--- config.mk ---
export PLATFORM = sky130hd
export DESIGN_NAME = fft_seq_ctrl_flat
export DESIGN_NICKNAME = d
export VERILOG_FILES = /design/src/rtl/fft_seq_ctrl_if.sv /design/src/rtl/fft_seq_ctrl.sv /design/src/flat_wrapper.sv
export SDC_FILE = /design/constraint.sdc
export NUM_CORES = 1
export LEC_CHECK = 0
export CORE_UTILIZATION = 52
export DETAILED_ROUTE_END_ITERATION = 6
export GPL_TIMING_DRIVEN = 0
export PLACE_DENSITY = 0.84
export SYNTH_ARGS = -nofsm -noshare
export SYNTH_HDL_FRONTEND = slang
export SYNTH_SLANG_ARGS = --single-unit
--- constraint.sdc ---
create_clock -name clk -period 3.3 [get_ports clk]
set_input_delay 0.495 -clock clk [delete_from_list [all_inputs] [get_ports clk]]
set_output_delay 0.495 -clock clk [all_outputs]
set_load 0.1 [all_outputs]
--- src/rtl/fft_seq_ctrl_if.sv ---
// Control/address bundle between the FFT sequencer and its sample RAM / butterfly datapath.
// The master side is the sequencer; the slave side is the datapath plus its up/downstream.
interface fft_seq_ctrl_if #(
  parameter int LOG2_N = 3
);
  logic              start;
  logic              in_valid;
  logic              in_ready;
  logic              wr_en;
  logic [LOG2_N-1:0] wr_addr;
  logic              bf_valid;
  logic [LOG2_N-1:0] bf_addr_a;
  logic [LOG2_N-1:0] bf_addr_b;
  logic [LOG2_N-2:0] bf_tw_idx;
  logic [LOG2_N-1:0] bf_stage;
  logic              rd_en;
  logic [LOG2_N-1:0] rd_addr;
  logic              out_ready;
  logic              out_last;
  logic              busy;
  logic              done;

  modport master (
    input  start, in_valid, out_ready,
    output in_ready, wr_en, wr_addr, bf_valid, bf_addr_a, bf_addr_b, bf_tw_idx,
           bf_stage, rd_en, rd_addr, out_last, busy, done
  );

  modport slave (
    output start, in_valid, out_ready,
    input  in_ready, wr_en, wr_addr, bf_valid, bf_addr_a, bf_addr_b, bf_tw_idx,
           bf_stage, rd_en, rd_addr, out_last, busy, done
  );
endinterface

--- src/rtl/fft_seq_ctrl.sv ---
// Sequencer for an in-place radix-2 DIT FFT: bit-reversed load, stage-by-stage butterfly
// issue with pipeline drain between stages, then natural-order unload.
module fft_seq_ctrl #(
  parameter int N      = 8,
  parameter int LOG2_N = 3,
  parameter int BF_LAT = 2
) (
  input  logic           clk,
  input  logic           rst,
  fft_seq_ctrl_if.master bus
);

  localparam int DW = (BF_LAT > 1) ? $clog2(BF_LAT) : 1;

  localparam logic [LOG2_N-1:0] ADDR_ONE   = LOG2_N'(1);
  localparam logic [LOG2_N-1:0] ADDR_LAST  = LOG2_N'(N - 1);
  localparam logic [LOG2_N-1:0] STAGE_LAST = LOG2_N'(LOG2_N - 1);
  localparam logic [LOG2_N-2:0] K_ONE      = (LOG2_N-1)'(1);
  localparam logic [LOG2_N-2:0] K_LAST     = (LOG2_N-1)'(N/2 - 1);
  localparam logic [DW-1:0]     DRAIN_ONE  = DW'(1);
  localparam logic [DW-1:0]     DRAIN_LAST = DW'(BF_LAT - 1);

  typedef enum logic [2:0] {
    ST_IDLE    = 3'd0,
    ST_LOAD    = 3'd1,
    ST_COMPUTE = 3'd2,
    ST_DRAIN   = 3'd3,
    ST_UNLOAD  = 3'd4
  } state_t;

  state_t            state_r;
  state_t            state_nxt_s;
  logic [LOG2_N-1:0] load_cnt_r;
  logic [LOG2_N-2:0] k_cnt_r;
  logic [LOG2_N-1:0] stage_r;
  logic [DW-1:0]     drain_cnt_r;
  logic [LOG2_N-1:0] rd_cnt_r;
  logic              done_r;

  logic              load_hs_s;
  logic              unload_hs_s;
  logic              load_last_s;
  logic              k_last_s;
  logic              drain_last_s;
  logic              stage_last_s;
  logic              rd_last_s;

  logic [LOG2_N-1:0] k_ext_s;
  logic [LOG2_N-1:0] half_s;
  logic [LOG2_N-1:0] pos_s;
  logic [LOG2_N-1:0] grp_s;
  logic [LOG2_N-1:0] addr_a_s;
  logic [LOG2_N-1:0] addr_b_s;
  logic [LOG2_N-1:0] tw_s;

  function automatic logic [LOG2_N-1:0] bitrev(input logic [LOG2_N-1:0] v);
    logic [LOG2_N-1:0] r;
    for (int i = 0; i < LOG2_N; i++) begin
      r[i] = v[LOG2_N-1-i];
    end
    return r;
  endfunction

  assign load_hs_s    = (state_r == ST_LOAD) & bus.in_valid;
  assign unload_hs_s  = (state_r == ST_UNLOAD) & bus.out_ready;
  assign load_last_s  = (load_cnt_r == ADDR_LAST);
  assign k_last_s     = (k_cnt_r == K_LAST);
  assign drain_last_s = (drain_cnt_r == DRAIN_LAST);
  assign stage_last_s = (stage_r == STAGE_LAST);
  assign rd_last_s    = (rd_cnt_r == ADDR_LAST);

  always_ff @(posedge clk) begin
    if (rst) begin
      state_r <= ST_IDLE;
    end else begin
      state_r <= state_nxt_s;
    end
  end

  always_comb begin
    state_nxt_s = state_r;
    case (state_r)
      ST_IDLE: begin
        if (bus.start) state_nxt_s = ST_LOAD;
        else           state_nxt_s = ST_IDLE;
      end
      ST_LOAD: begin
        if (load_hs_s && load_last_s) state_nxt_s = ST_COMPUTE;
        else                          state_nxt_s = ST_LOAD;
      end
      ST_COMPUTE: begin
        if (k_last_s) state_nxt_s = ST_DRAIN;
        else          state_nxt_s = ST_COMPUTE;
      end
      ST_DRAIN: begin
        if (!drain_last_s)    state_nxt_s = ST_DRAIN;
        else if (stage_last_s) state_nxt_s = ST_UNLOAD;
        else                   state_nxt_s = ST_COMPUTE;
      end
      ST_UNLOAD: begin
        if (unload_hs_s && rd_last_s) state_nxt_s = ST_IDLE;
        else                          state_nxt_s = ST_UNLOAD;
      end
      default: state_nxt_s = ST_IDLE;
    endcase
  end

  // Counters are cleared while idle, so every transform starts from zero.
  always_ff @(posedge clk) begin
    if (rst) begin
      load_cnt_r  <= '0;
      k_cnt_r     <= '0;
      stage_r     <= '0;
      drain_cnt_r <= '0;
      rd_cnt_r    <= '0;
      done_r      <= 1'b0;
    end else begin
      done_r <= unload_hs_s & rd_last_s;
      case (state_r)
        ST_IDLE: begin
          load_cnt_r  <= '0;
          k_cnt_r     <= '0;
          stage_r     <= '0;
          drain_cnt_r <= '0;
          rd_cnt_r    <= '0;
        end
        ST_LOAD: begin
          if (load_hs_s) load_cnt_r <= load_cnt_r + ADDR_ONE;
        end
        ST_COMPUTE: begin
          k_cnt_r <= k_cnt_r + K_ONE;
        end
        ST_DRAIN: begin
          if (drain_last_s) begin
            drain_cnt_r <= '0;
            if (stage_last_s) stage_r <= '0;
            else              stage_r <= stage_r + ADDR_ONE;
          end else begin
            drain_cnt_r <= drain_cnt_r + DRAIN_ONE;
          end
        end
        ST_UNLOAD: begin
          if (unload_hs_s) rd_cnt_r <= rd_cnt_r + ADDR_ONE;
        end
        default: begin
          load_cnt_r  <= '0;
          k_cnt_r     <= '0;
          stage_r     <= '0;
          drain_cnt_r <= '0;
          rd_cnt_r    <= '0;
        end
      endcase
    end
  end

  // Butterfly k of stage s pairs a and a+half inside group k>>s.
  always_comb begin
    k_ext_s  = {1'b0, k_cnt_r};
    half_s   = ADDR_ONE << stage_r;
    pos_s    = k_ext_s & (half_s - ADDR_ONE);
    grp_s    = k_ext_s >> stage_r;
    addr_a_s = (grp_s << (stage_r + ADDR_ONE)) | pos_s;
    addr_b_s = addr_a_s | half_s;
    tw_s     = pos_s << (STAGE_LAST - stage_r);
  end

  always_comb begin
    bus.in_ready  = 1'b0;
    bus.bf_valid  = 1'b0;
    bus.rd_en     = 1'b0;
    bus.busy      = 1'b1;
    bus.bf_addr_a = '0;
    bus.bf_addr_b = '0;
    bus.bf_tw_idx = '0;
    bus.bf_stage  = '0;
    case (state_r)
      ST_IDLE: begin
        bus.busy = 1'b0;
      end
      ST_LOAD: begin
        bus.in_ready = 1'b1;
      end
      ST_COMPUTE: begin
        bus.bf_valid  = 1'b1;
        bus.bf_addr_a = addr_a_s;
        bus.bf_addr_b = addr_b_s;
        bus.bf_tw_idx = tw_s[LOG2_N-2:0];
        bus.bf_stage  = stage_r;
      end
      ST_DRAIN: begin
        bus.bf_stage = stage_r;
      end
      ST_UNLOAD: begin
        bus.rd_en = 1'b1;
      end
      default: begin
        bus.busy = 1'b0;
      end
    endcase
  end

  assign bus.wr_en    = load_hs_s;
  assign bus.wr_addr  = bitrev(load_cnt_r);
  assign bus.rd_addr  = rd_cnt_r;
  assign bus.out_last = (state_r == ST_UNLOAD) & rd_last_s;
  assign bus.done     = done_r;

endmodule

--- src/flat_wrapper.sv ---
// flat-port wrapper written by rule: the top's interface ports become plain ports
module fft_seq_ctrl_flat 
#(
  parameter int N      = 8,
  parameter int LOG2_N = 3,
  parameter int BF_LAT = 2
)
  (clk, rst, bus_start, bus_in_valid, bus_out_ready, bus_in_ready, bus_wr_en, bus_wr_addr, bus_bf_valid, bus_bf_addr_a, bus_bf_addr_b, bus_bf_tw_idx, bus_bf_stage, bus_rd_en, bus_rd_addr, bus_out_last, bus_busy, bus_done);
  fft_seq_ctrl_if #(.LOG2_N(LOG2_N)) bus_i ();
  input  logic clk;
  input  logic rst;
  input wire logic [$bits(bus_i.start)-1:0] bus_start;
  input wire logic [$bits(bus_i.in_valid)-1:0] bus_in_valid;
  input wire logic [$bits(bus_i.out_ready)-1:0] bus_out_ready;
  output wire logic [$bits(bus_i.in_ready)-1:0] bus_in_ready;
  output wire logic [$bits(bus_i.wr_en)-1:0] bus_wr_en;
  output wire logic [$bits(bus_i.wr_addr)-1:0] bus_wr_addr;
  output wire logic [$bits(bus_i.bf_valid)-1:0] bus_bf_valid;
  output wire logic [$bits(bus_i.bf_addr_a)-1:0] bus_bf_addr_a;
  output wire logic [$bits(bus_i.bf_addr_b)-1:0] bus_bf_addr_b;
  output wire logic [$bits(bus_i.bf_tw_idx)-1:0] bus_bf_tw_idx;
  output wire logic [$bits(bus_i.bf_stage)-1:0] bus_bf_stage;
  output wire logic [$bits(bus_i.rd_en)-1:0] bus_rd_en;
  output wire logic [$bits(bus_i.rd_addr)-1:0] bus_rd_addr;
  output wire logic [$bits(bus_i.out_last)-1:0] bus_out_last;
  output wire logic [$bits(bus_i.busy)-1:0] bus_busy;
  output wire logic [$bits(bus_i.done)-1:0] bus_done;
  assign bus_i.start = bus_start;
  assign bus_i.in_valid = bus_in_valid;
  assign bus_i.out_ready = bus_out_ready;
  assign bus_in_ready = bus_i.in_ready;
  assign bus_wr_en = bus_i.wr_en;
  assign bus_wr_addr = bus_i.wr_addr;
  assign bus_bf_valid = bus_i.bf_valid;
  assign bus_bf_addr_a = bus_i.bf_addr_a;
  assign bus_bf_addr_b = bus_i.bf_addr_b;
  assign bus_bf_tw_idx = bus_i.bf_tw_idx;
  assign bus_bf_stage = bus_i.bf_stage;
  assign bus_rd_en = bus_i.rd_en;
  assign bus_rd_addr = bus_i.rd_addr;
  assign bus_out_last = bus_i.out_last;
  assign bus_busy = bus_i.busy;
  assign bus_done = bus_i.done;
  fft_seq_ctrl #(.N(N), .LOG2_N(LOG2_N), .BF_LAT(BF_LAT)) u_core (.clk(clk), .rst(rst), .bus(bus_i));
endmodule
== Yosys cells after proc, flatten, opt, wreduce, memory -nomap -nowiden ==
Cells that the tools add are included.

* Register bits: 16
* Output and inout bits: 24
* Word-level logic and storage cells: 76

* $add $sub $neg: 7
* Eq/ne operators: 11
* Shift operators: 4
* Multiplexer cells: 25
* Bitwise gates (word level): 10
* Reduce and logical (&&, ||, !) cells: 12

{| class="wikitable"
|+ Operators with widths
! kind !! count
|-
| $mux 3 || 10
|-
| $pmux 3 s2 || 3
|-
| $pmux 3 s5 || 1
|-
| $reduce_or 3->1 || 4
|-
| $add 3x1->3 const B || 3
|-
| $eq 3x2->1 const B || 3
|-
| $eq 3x3->1 const B || 3
|-
| $mux 1 || 7
|-
| $ne 2x1->1 const B || 3
|-
| $or 3x3->3 || 2
|-
| $reduce_and 2->1 || 3
|-
| $and 1x1->1 || 4
|-
| $mux 2 || 2
|-
| $pmux 2 s2 || 1
|-
| $reduce_or 4->1 || 1
|-
| $and 2x3->3 || 1
|-
| $eq 3x1->1 const B || 1
|-
| $logic_not 3->1 || 1
|-
| $not 1->1 || 3
|-
| $shl 1x3->3 const A || 1
|-
| $shl 3x3->2 || 1
|-
| $shl 3x3->3 || 1
|-
| $shr 2x3->3 || 1
|-
| $sub 2x3->3 const A || 1
|-
| 7 further kinds || 8
|}

== Longest topological paths before layout ==
Gate-level depths: netlist of run 1.

* Depth after elaboration: 6
* Mapped depth: 7
* Depth with buffers taken out: 6

== Worst setup path after synthesis of run 1 ==
OpenSTA, ideal clock, no wires.

* Path kind: reg-to-output
* From: reg u_core.state_r[0]
* To: out bus_bf_tw_idx[0]
* Arrival: 4.601 ns
* Data required time: 2.805 ns
* Path slack: -1.796 ns
* Cell stages (with the launch flop): 7
* Buffers on the path: 2
* Path through: dfxtp_1 buf_6 or3b_1 buf_2 inv_1 nand2_1 nor4_1

* Longest elaborated chain between the ends: 2

{| class="wikitable"
|+ RTL lines
! what !! line !! source
|-
| start, declared || fft_seq_ctrl.sv:31 || <nowiki>state_t state_r;</nowiki>
|-
| start signal, assigned || fft_seq_ctrl.sv:76 || <nowiki>state_r <= state_nxt_s;</nowiki>
|-
| $eq 3x2->1 || fft_seq_ctrl.sv:176 || <nowiki>case (state_r)</nowiki>
|-
| $mux 2 || fft_seq_ctrl.sv:176 ||
|-
| end, declared || flat_wrapper.sv:21 || <nowiki>output wire logic [$bits(bus_i.bf_tw_idx)-1:0] bus_bf_tw_idx;</nowiki>
|}

Every way passes these cells.

== Worst setup path after layout of run 1 ==
* From: reg u_core.state_r[2]
* To: out bus_rd_en

* Longest elaborated chain between the ends: 2

{| class="wikitable"
|+ RTL lines
! what !! line !! source
|-
| $eq 3x3->1 || fft_seq_ctrl.sv:176 ||
|-
| $mux 1 || fft_seq_ctrl.sv:176 ||
|-
| end, declared || flat_wrapper.sv:23 || <nowiki>output wire logic [$bits(bus_i.rd_en)-1:0] bus_rd_en;</nowiki>
|}

Every way passes these cells.

==> results of run 1 <==
## cells by family (layout without fill, tap and decap cells)
| logic type | count (synthesis) | after routing |
|---|---|---|
| compound gates | 40 | 40 |
| xor+xnor | 4 | 4 |
| fa+ha+maj | 9 | 9 |
| buf+inv | 21 | 53 |
| flops | 16 | 16 |
| mux | 2 | 2 |
| simple gates | 60 | 60 |
## power by group
part | leakage [nW] | total [mW] | switching, mW | internal, mW
Combinational | 0.428 | 0.0620 | 0.0434 | 0.0186
Clock | 0.0210 | 0.132 | 0.0645 | 0.0673
Sequential | 0.129 | 0.196 | 0.00101 | 0.195
Total | 0.578 | 0.389 | 0.109 | 0.280
## tightest hold or removal path: stages, from the launching register on
cell     delay [ps]
dfxtp_1         340
nand2_1          60
a21oi_1          50
## placed cells by master (no fill, tap or decap), types with 2 or more instances in the layout
master and instances:
a21oi_1 21, clkdlybuf4s50_1 20, dfxtp_1 16, nor2_1 12, nand2_1 11, buf_2 9
inv_1 9, ha_1 9, o21ai_0 6, clkbuf_1 5, clkbuf_4 5, nor3_1 4
xnor2_1 4, nand4_1 4, nand2b_1 3, nand3_1 3, nand3b_1 3, clkbuf_2 2
nor4_2 2, and2_1 2, and3_1 2, nor3_2 2, nor2b_1 2, a41oi_1 2
mux2i_1 2, or3_1 2
## repair_timing
item                       4_1_cts  5_1_grt
gates resized for setup         27       15
hold buffers                     0        0
setup endpoints to repair        8        7
## synthesized netlist by cell type
cell,n
nand4b_1,1
and3b_1,1
a221oi_1,1
nand2_1,11
a2bb2oi_1,1
clkbuf_1,6
nor4_1,3
and2_1,2
nand2b_1,3
a311oi_1,1
a41oi_1,2
xnor2_1,4
nor3_1,6
a21oi_1,21
a2111oi_0,1
dfxtp_1,16
a211oi_1,1
nor2b_1,2
or3b_2,1
inv_1,9
and3_1,2
nor2_1,13
buf_2,5
nand4_1,4
or4b_1,1
o21ai_0,6
nand3_1,3
nor3b_1,1
o21ba_2,1
o211a_2,1
o21bai_1,1
nand3b_1,3
mux2i_1,2
a31oi_1,1
or3b_1,1
or3_1,2
a22oi_1,1
buf_6,1
ha_1,9
o31a_1,1
## through the flow
stage	power, mW	area [sq um]	hold WS [ps]	util (%)
after floorplan	0.2428	1180	476.7	-
after global placement	0.2599	1494	457.9	73.89
after detailed placement	0.2610	1494	464.8	73.89
after CTS	0.3891	1525	479.0	75.43
after global routing	0.4041	1503	511.3	74.32
final	0.3893	1503	481.8	74.32
## path summary, 6_finish.rpt
check | start | end | slack [ps] | depth (start not counted)
hold / removal | u_core.bus.rd_addr[1]$_SDFFE_PP0P_ | u_core.bus.rd_addr[1]$_SDFFE_PP0P_ | 480 | 2
hold reg to reg | u_core.bus.rd_addr[1]$_SDFFE_PP0P_ | u_core.bus.rd_addr[1]$_SDFFE_PP0P_ | 480 | 2
setup / recovery | u_core.state_r[2]$_SDFF_PP0_ | bus_rd_en | 80 | 4
setup reg to reg | u_core.stage_r[0]$_SDFFE_PP0P_ | u_core.stage_r[2]$_SDFFE_PP0P_ | 1520 | 7
## area by class of cell
| class | instances | share of cell area (%) |
|---|---|---|
| buffer | 12 | 3.997 |
| clock buffer | 4 | 2.415 |
| inverter | 9 | 2.248 |
| multi-input combinational | 115 | 51.04 |
| sequential | 16 | 21.32 |
| tap | 27 | 2.248 |
| timing repair buffer | 28 | 16.74 |
## per-layer routing
metal / up-vias / GRT usage, % / part of all wire, % / wire length, microns
met2: 53 / 47.22 / 48 / 1528
li1: 609 / - / - / -
met5: - / 0 / 0 / 0
met3: 9 / 6.231 / 5.7 / 181
met1: 598 / 34.42 / 44 / 1403
met4: 0 / 8.333 / 1.4 / 44
## registers in the layout, summed over array words and instances (netlist names)
| register | cells |
|---|---|
| u_core.bus.done | 1 |
| u_core.stage_r | 3 |
| u_core.state_r | 3 |
| u_core.bus.rd_addr | 3 |
| u_core.load_cnt_r | 3 |
| u_core.k_cnt_r | 2 |
| u_core.drain_cnt_r | 1 |
==> results.ini, run 1 <==
[outcome]
status = finished, final reports clean

[global_routing]
grt_pass1_wl_microns = 5216
antenna_found_initial = 0
grt_pass1_vias = 1183
grt_usage_pct = 27.65
grt_max_degree = 11
gr-total-overflow = 0

[run]
maxCapViolations = 0

[clocking]
cts_setup_buffers = 0
root_buffer = clkbuf_4
htree_levels = 1
ctsLongestPathBuffers = 2
clock_latency_ps = 290
clock-sinks = 16
cts_buffers = 3
cts_tree = done
path_clk_slew_ps = 100

[die]
num_io_pins = 29
die_w_microns = 49
core_sq_mm = 0.002022
std_cell_rows = 16
die_area_sq_mm = 0.002401
start_util_pct = 56.81
die_h_microns = 49

[synth]
synth.avg_cell_area_sq_um = 7.557
synthMuxAreaShare_pct = 1.743
netlist_instances = 152
yosys_warnings = 0
seq_area_frac_synth_pct = 27.89
synth-compound-area-share_pct = 21.35
syn-num-nets = 166
yosys-top-cells-area = dfxtp_1 28%, ha_1 9.8%, a21oi_1 9.2%
synth_top_family_by_area = simple AND/OR/NAND/NOR gates
ys_ff_latch = 16
synthAdderAreaFrac_pct = 9.804
synth_area_sq_mm = 0.001149
yosysUniqueCellTypes = 40
yosys.area_share.xor_xnor_pct = 3.050
synth_top_cell_by_area = dfxtp_1
synth_simple_gate_area_share_pct = 28.10
netlist.area_leader.share_pct = 27.89

[finish]
fin_nets = 199
layout-drive-gt1-share_pct = 15.22
finalNonFillerCells = 211
area_delta_synth_final_pct = 30.83
multiInputGateArea_sq_um = 767.0
regArea_sq_um = 320.3
n_antenna_cell = 0
fill_cells = 165

[timing]
setup_tns_ps = 0
setup_viol = 0
clock_skew_ps = 3.761
fin_ws_ps = 80.04
worst_slew_margin_rel_pct = 34.66
fin_crit_sh_pct = 97.57
rsz0062_at_grt = no
hold_violations = 0
fmax_mhz = 310.6
drv_slew = 0
tightest_slew_ps = 977.1
period_minus_slack_ps = 3220

[critical_path]
worstPathRequired_ps = 2800
cp_max_fo = 10
cp-start-kind = flop
path_cells = buf_2 > or3b_2 > inv_1 > clkdlybuf4s50_1
path_delay_family = buffers and inverters
crit_path_end_kind = output port
crit_arrival_ps = 2720
critical-path-slowest-cell = clkdlybuf4s50_1
crit_type = flop to output port
cp_slowest_stage_delay_ps = 1170
critPathBufInv = 3

[detailed_routing]
drc_errors = 0
drtIter0Drc = 72
via_per_inst = 6.014
wl_per_cell_microns = 14.96
firstDrtPassIters = 4
routed-via-count = 1269
antenna_left = 0
routed_wl_microns = 3157

[placement]
port_buffers = 28
post-place-cells = 207
post-dp-hpwl_microns = 2288
gp_congestion = 0.8822
pre_cts_slack_ps = -329.2

[power]
p_leak_nw = 0.5783
powerDensity_mw_per_mm2 = 259.1
vdd_drop_max_mv = 0.2985

[worst_hold_path]
min_path_type = flop to flop

Power figures use the tool's default switching activity.
==> run 2: changes to the inputs <==
- CORE_UTILIZATION: 52 -> 48
- CTS_CLUSTER_SIZE: unset -> 12
- PLACE_DENSITY: 0.84 -> 0.78
- clock period: 3.3 -> 3.15 ns (I/O delays scaled with it)
==> run 2 against run 1 <==
Final cell count stayed put; combinational power increased by 3.7%; final area rose by 3.3%; count of clock-buffer cells in the layout decreased by 1; first-iteration DRC count shrank 33%; routed wire length down 5.4%; via count fell by 1.0%; hold slack about the same; clock skew rose by 3.2 ps; largest power group unchanged; critical path depth rose by 1; register-to-register slack worse by 190 ps; sequential cell count is the same.
==> results.ini, run 2 (synthesis results as in run 1) <==
[clocking]
cts_buffers = 3  ; unchanged
htree_levels = 1  ; unchanged
root_buffer = clkbuf_4
cts_setup_buffers = 0  ; unchanged
ctsHoldBuffers = 0  ; unchanged
clock-sinks = 16  ; unchanged
path_clk_slew_ps = 90  ; about the same
ctsLongestPathBuffers = 2  ; unchanged
clock_latency_ps = 290  ; about the same
cts_tree = done

[timing]
fin_crit_sh_pct = 96.41
drv_slew = 0  ; unchanged
hold_violations = 0  ; unchanged
tightest_slew_ps = 969.7  ; -7.380 ps
setup_tns_ps = 0  ; unchanged
worst_slew_margin_rel_pct = 35.15  ; +0.49 points
fmax_mhz = 329.3
rsz0062_at_grt = no
clock_skew_ps = 6.992  ; +3.231 ps
fin_ws_ps = 113.1  ; +33.03 ps
setup_viol = 0  ; unchanged
period_minus_slack_ps = 3037

[finish]
area_delta_synth_final_pct = 35.19
n_antenna_cell = 0  ; unchanged
layout-drive-gt1-share_pct = 15.85  ; +0.63 points
final_common_cell = a21oi_1
final_cell_mix = 20 x a21oi_1, 17 x clkdlybuf4s50_1, 16 x dfxtp_1, 12 x nor2_1, 11 x nand2_1
fin_nets = 199  ; unchanged

[detailed_routing]
drtIter0Drc = 48  ; -33%
antenna_left = 0  ; unchanged
wl_per_cell_microns = 14.15  ; -5.4%
routed-via-count = 1256  ; -1.0%
firstDrtPassIters = 4  ; unchanged
routed_wl_microns = 2986  ; -5.4%
drc_errors = 0  ; unchanged
via_per_inst = 5.953  ; -1.0%

[placement]
post-dp-hpwl_microns = 2271  ; -0.71%
gp_congestion = 0.8082  ; -8.4%
pre_cts_slack_ps = -584.5  ; -255.3 ps
port_buffers = 28  ; unchanged

[global_routing]
antenna_found_initial = 0  ; unchanged
grt_pass1_vias = 1141  ; -3.6%
grt_max_degree = 11  ; unchanged
grt_usage_pct = 24.72  ; -2.9 points
gr-total-overflow = 0  ; unchanged
grt_pass1_wl_microns = 4830  ; -7.4%

[die]
die_w_microns = 50.92  ; +3.9%
start_util_pct = 51.43  ; -5.4 points
num_io_pins = 29  ; unchanged
die_area_sq_mm = 0.002592  ; +8.0%
std_cell_rows = 17  ; +1
core_sq_mm = 0.002233  ; +10%
die_h_microns = 50.92  ; +3.9%

[critical_path]
crit_path_end_kind = output port
worstPathRequired_ps = 2680  ; -120 ps
critical-path-slowest-cell = clkdlybuf4s50_1
cp_max_fo = 10  ; unchanged
cp_slowest_stage_delay_ps = 1140  ; -30 ps
path_cells = buf_6 > or3b_1 > buf_2 > inv_1 > clkdlybuf4s50_1
path_delay_family = buffers and inverters
crit_arrival_ps = 2560  ; -160 ps
cp-start-kind = flop
crit_type = flop to output port
critPathBufInv = 4  ; +1

[worst_hold_path]
min_path_type = flop to flop

[power]
fin_total_pwr_uw = 378.8  ; -2.7%
p_switching_uw = 111.1  ; +2.0%
powerDensity_mw_per_mm2 = 244.0  ; -5.8%
swShare_pct = 29.33  ; +1.4 points
p_leak_nw = 0.6109  ; +5.6%
p_comb_share_pct = 17.0  ; +1.1 points
power.sequential.fraction_pct = 54.0  ; +3.8 points
vdd_drop_max_mv = 0.2632  ; -12%
clockPowerShare_pct = 29.0  ; -4.8 points
p_int_uw = 267.7  ; -4.5%

[run]
maxCapViolations = 0  ; unchanged

[outcome]
status = finished, final reports clean

==> run 2: layout make-up <==
type / count / area (sq um)
timing repair buffer: 28 / 262.8
buffer: 12 / 60.06
multi-input combinational: 115 / 818.3
sequential: 16 / 320.3
inverter: 9 / 33.78
clock buffer: 3 / 22.52
tap: 28 / 35.03
fill: 209 / 680.7
==> run 2: metal layers <==
metal	global-route usage [%]	routed length (microns)	vias up
met5	0	0	-
li1	-	-	610
met3	5.952	152	9
met4	8.796	43	0
met1	29.38	1326	596
met2	42.76	1464	41
==> run 2: worst reg2reg max path, cell delays in order, from the launching register on <==
cell and delay [ps]:
dfxtp_1 380, clkbuf_2 220, inv_1 150, ha_1 260, nor2b_1 180, nor3_1 250
nand3b_1 110, a21oi_1 200
==> run 2: stage by stage <==
step,instance area [sq um],utilization (%),cells,hold WS [ps]
finish,1553,69.52,211,482.2
global route,1553,69.52,211,508.7
CTS,1544,69.13,211,489.3
detailed placement,1540,68.96,208,475.1
global placement,1540,68.96,208,462.9
floorplan,1225,-,152,476.7
==> run 2: power groups by stage <==
stage               Clock, mW  Sequential [mW]  Combinational [mW]
floorplan                   0            0.215              0.0398
global placement            0            0.209              0.0630
detailed placement          0            0.209              0.0639
CTS                     0.111            0.205              0.0644
finish                  0.110            0.205              0.0643
global route            0.118            0.205              0.0683
==> run 2: worst paths after layout <==
check | startpoint | end | slack, ps | cells past startpoint
max reg2reg | u_core.stage_r[0]$_SDFFE_PP0P_ | u_core.stage_r[2]$_SDFFE_PP0P_ | 1330 | 7
max | u_core.state_r[0]$_SDFF_PP0_ | bus_bf_valid | 110 | 5
min reg2reg | u_core.bus.rd_addr[2]$_SDFFE_PP0P_ | u_core.bus.rd_addr[2]$_SDFFE_PP0P_ | 480 | 2
min | u_core.bus.rd_addr[2]$_SDFFE_PP0P_ | u_core.bus.rd_addr[2]$_SDFFE_PP0P_ | 480 | 2
==> run 2: timing repair <==
action	4_1_cts	5_1_grt
endpoints found under the setup margin	10	2
resized for setup	43	2
pin swaps	0	0
==> run 3: changes to the inputs <==
- CORE_UTILIZATION: 48 -> 50
- CTS_BUF_LIST: unset -> sky130_fd_sc_hd__clkbuf_4
- PLACE_DENSITY: 0.78 -> 0.81
==> run 3 against run 2 <==
Final cell count fell by 0.47%; register-to-register slack got worse by 30 ps; sequential share of layout area is essentially flat; hold slack gained 13 ps; die area down 3.8%; utilization is 6.0 points higher; via count down 3.3%; critical path type unchanged; sequential power hardly changed; combinational power down 1%; clock skew is 4.0 ps lower; sequential cell count did not move; largest power group unchanged; fmax down 0.64%.
==> results.ini, run 3 (synthesis results as in run 1) <==
[critical_path]
reg2reg_to = u_core.stage_r[0]$_SDFFE_PP0P_
cp_max_fo = 10  ; unchanged
reg2reg_slack_ps = 1300  ; -30 ps
cp-start-kind = flop
crit_arrival_ps = 2580  ; +20 ps
crit_path_end_kind = output port
r2r_cells = 7  ; unchanged
r2r-start = u_core.stage_r[0]$_SDFFE_PP0P_
worstPathRequired_ps = 2680  ; about the same
crit_type = flop to output port

[worst_hold_path]
hold_end = u_core.bus.rd_addr[0]$_SDFFE_PP0P_
min_path_type = flop to flop
worstHoldPathCells = 2  ; unchanged
hp-start = u_core.bus.rd_addr[0]$_SDFFE_PP0P_

[timing]
tightest_slew_ps = 972.1  ; +2.360 ps
rsz0062_at_grt = no
period_minus_slack_ps = 3057  ; +19.60 ps
setup_viol = 0  ; unchanged
whs_ps = 495.7  ; +13.47 ps
worst_slew_margin_rel_pct = 34.99  ; -0.16 points
hold_violations = 0  ; unchanged
clock_skew_ps = 3.023  ; -3.969 ps
drv_slew = 0  ; unchanged
fmax_mhz = 327.2  ; -0.64%
fin_crit_sh_pct = 97.03  ; +0.62 points

[clocking]
path_clk_slew_ps = 90  ; about the same
root_buffer = clkbuf_4
clock_latency_ps = 290  ; about the same
cts_setup_buffers = 0  ; unchanged
htree_levels = 1  ; unchanged
clock-sinks = 16  ; unchanged
ctsLongestPathBuffers = 2  ; unchanged
cts_tree = done
ctsHoldBuffers = 0  ; unchanged
cts_buffers = 3  ; unchanged

[die]
std_cell_rows = 16  ; -1
core_sq_mm = 0.002062  ; -7.7%
start_util_pct = 55.70  ; +4.3 points
num_io_pins = 29  ; unchanged
die_area_sq_mm = 0.002493  ; -3.8%
die_w_microns = 49.93  ; -1.9%
die_h_microns = 49.93  ; -1.9%

[finish]
fin_nets = 199  ; unchanged
final_area_sq_mm = 0.001556  ; +0.24%
postLayoutCoreUtil_pct = 75.49  ; +6.0 points
n_antenna_cell = 0  ; unchanged
final_cell_mix = 20 x a21oi_1, 18 x clkdlybuf4s50_1, 16 x dfxtp_1, 12 x nor2_1, 11 x nand2_1
fill_cells = 164  ; -22%
final_common_cell = a21oi_1
layout-drive-gt1-share_pct = 15.85  ; unchanged
multiInputGateArea_sq_um = 819.5  ; +0.15%
regArea_sq_um = 320.3  ; unchanged
area_delta_synth_final_pct = 35.51

[global_routing]
grt_pass1_vias = 1091  ; -4.4%
grt_max_degree = 11  ; unchanged
grt_pass1_wl_microns = 4836  ; +0.12%
antenna_found_initial = 0  ; unchanged
gr-total-overflow = 0  ; unchanged
grt_usage_pct = 24.74  ; +0.025 points

[placement]
post-dp-hpwl_microns = 2185  ; -3.8%
placed_cell_area_sq_mm = 0.001539  ; about the same
port_buffers = 28  ; unchanged
gp_congestion = 0.8711  ; +7.8%

[power]
p_leak_nw = 0.5978  ; -2.1%
vdd_drop_max_mv = 0.3130  ; +19%
powerDensity_mw_per_mm2 = 242.5  ; -0.62%

[detailed_routing]
via_per_inst = 5.781  ; -2.9%
drtIter0Drc = 34  ; -29%
drc_errors = 0  ; unchanged
routed-via-count = 1214  ; -3.3%
antenna_left = 0  ; unchanged
firstDrtPassIters = 4  ; unchanged
routed_wl_microns = 2903  ; -2.8%
wl_per_cell_microns = 13.82  ; -2.3%

[run]
maxCapViolations = 0  ; unchanged

[outcome]
status = finished, final reports clean

-- run 3: cell type report --
cell class	instances	area share (%)
Multi-Input combinational cell	115	52.65
Sequential cell	16	20.58
Timing Repair Buffer	28	17.12
Buffer	12	3.859
Inverter	9	2.170
Tap cell	27	2.170
Clock buffer	3	1.447
-- run 3: worst max path at each step --
stage,endpoint,depth (start not counted),from
2_1_floorplan,bus_bf_addr_a[1],6,u_core.stage_r[0]$_SDFFE_PP0P_
3_3_place_gp,bus_bf_addr_b[0],7,u_core.stage_r[0]$_SDFFE_PP0P_
3_5_place_dp,bus_bf_addr_b[0],7,u_core.stage_r[0]$_SDFFE_PP0P_
4_1_cts,bus_bf_addr_a[1],7,u_core.stage_r[0]$_SDFFE_PP0P_
5_1_grt,bus_busy,4,u_core.state_r[2]$_SDFF_PP0_
6_report,bus_bf_valid,5,u_core.state_r[0]$_SDFF_PP0_
-- run 3: metrics by stage --
stage	instances	setup WS [ps]	total power, mW	setup TNS (ps)
floorplan	152	-329.1	0.2543	-947.2
global placement	207	-618.7	0.2721	-3162
detailed placement	207	-624.5	0.2724	-3535
CTS	210	8.419	0.3792	0
global route	210	1.111	0.3928	0
finish	210	93.47	0.3774	0
-- run 3: power breakdown --
group	internal [mW]	switching, mW	leakage, nW
Sequential	0.204	0.000972	0.129
Combinational	0.0195	0.0439	0.455
Clock	0.0445	0.0648	0.0138
-- run 3: repair_timing --
item                       4_1_cts  5_1_grt
pin swaps                        0        0
setup endpoints to repair       10        6
resized for setup               39        8
-- run 3: critical path, stage by stage (launching register included) --
cell and delay [ps]:
dfxtp_1 320, buf_6 130, or3b_1 360, buf_2 220, inv_1 130, clkdlybuf4s50_1 1140
-- run 3: metal layers --
metal  up-vias  global-route usage, %  wire [microns]
met1       573                  36.30            1412
met2        32                  37.39            1322
met4         0                  1.429               4
met3         2                  6.481             163
li1        607                      -               -
met5         -                      0               0
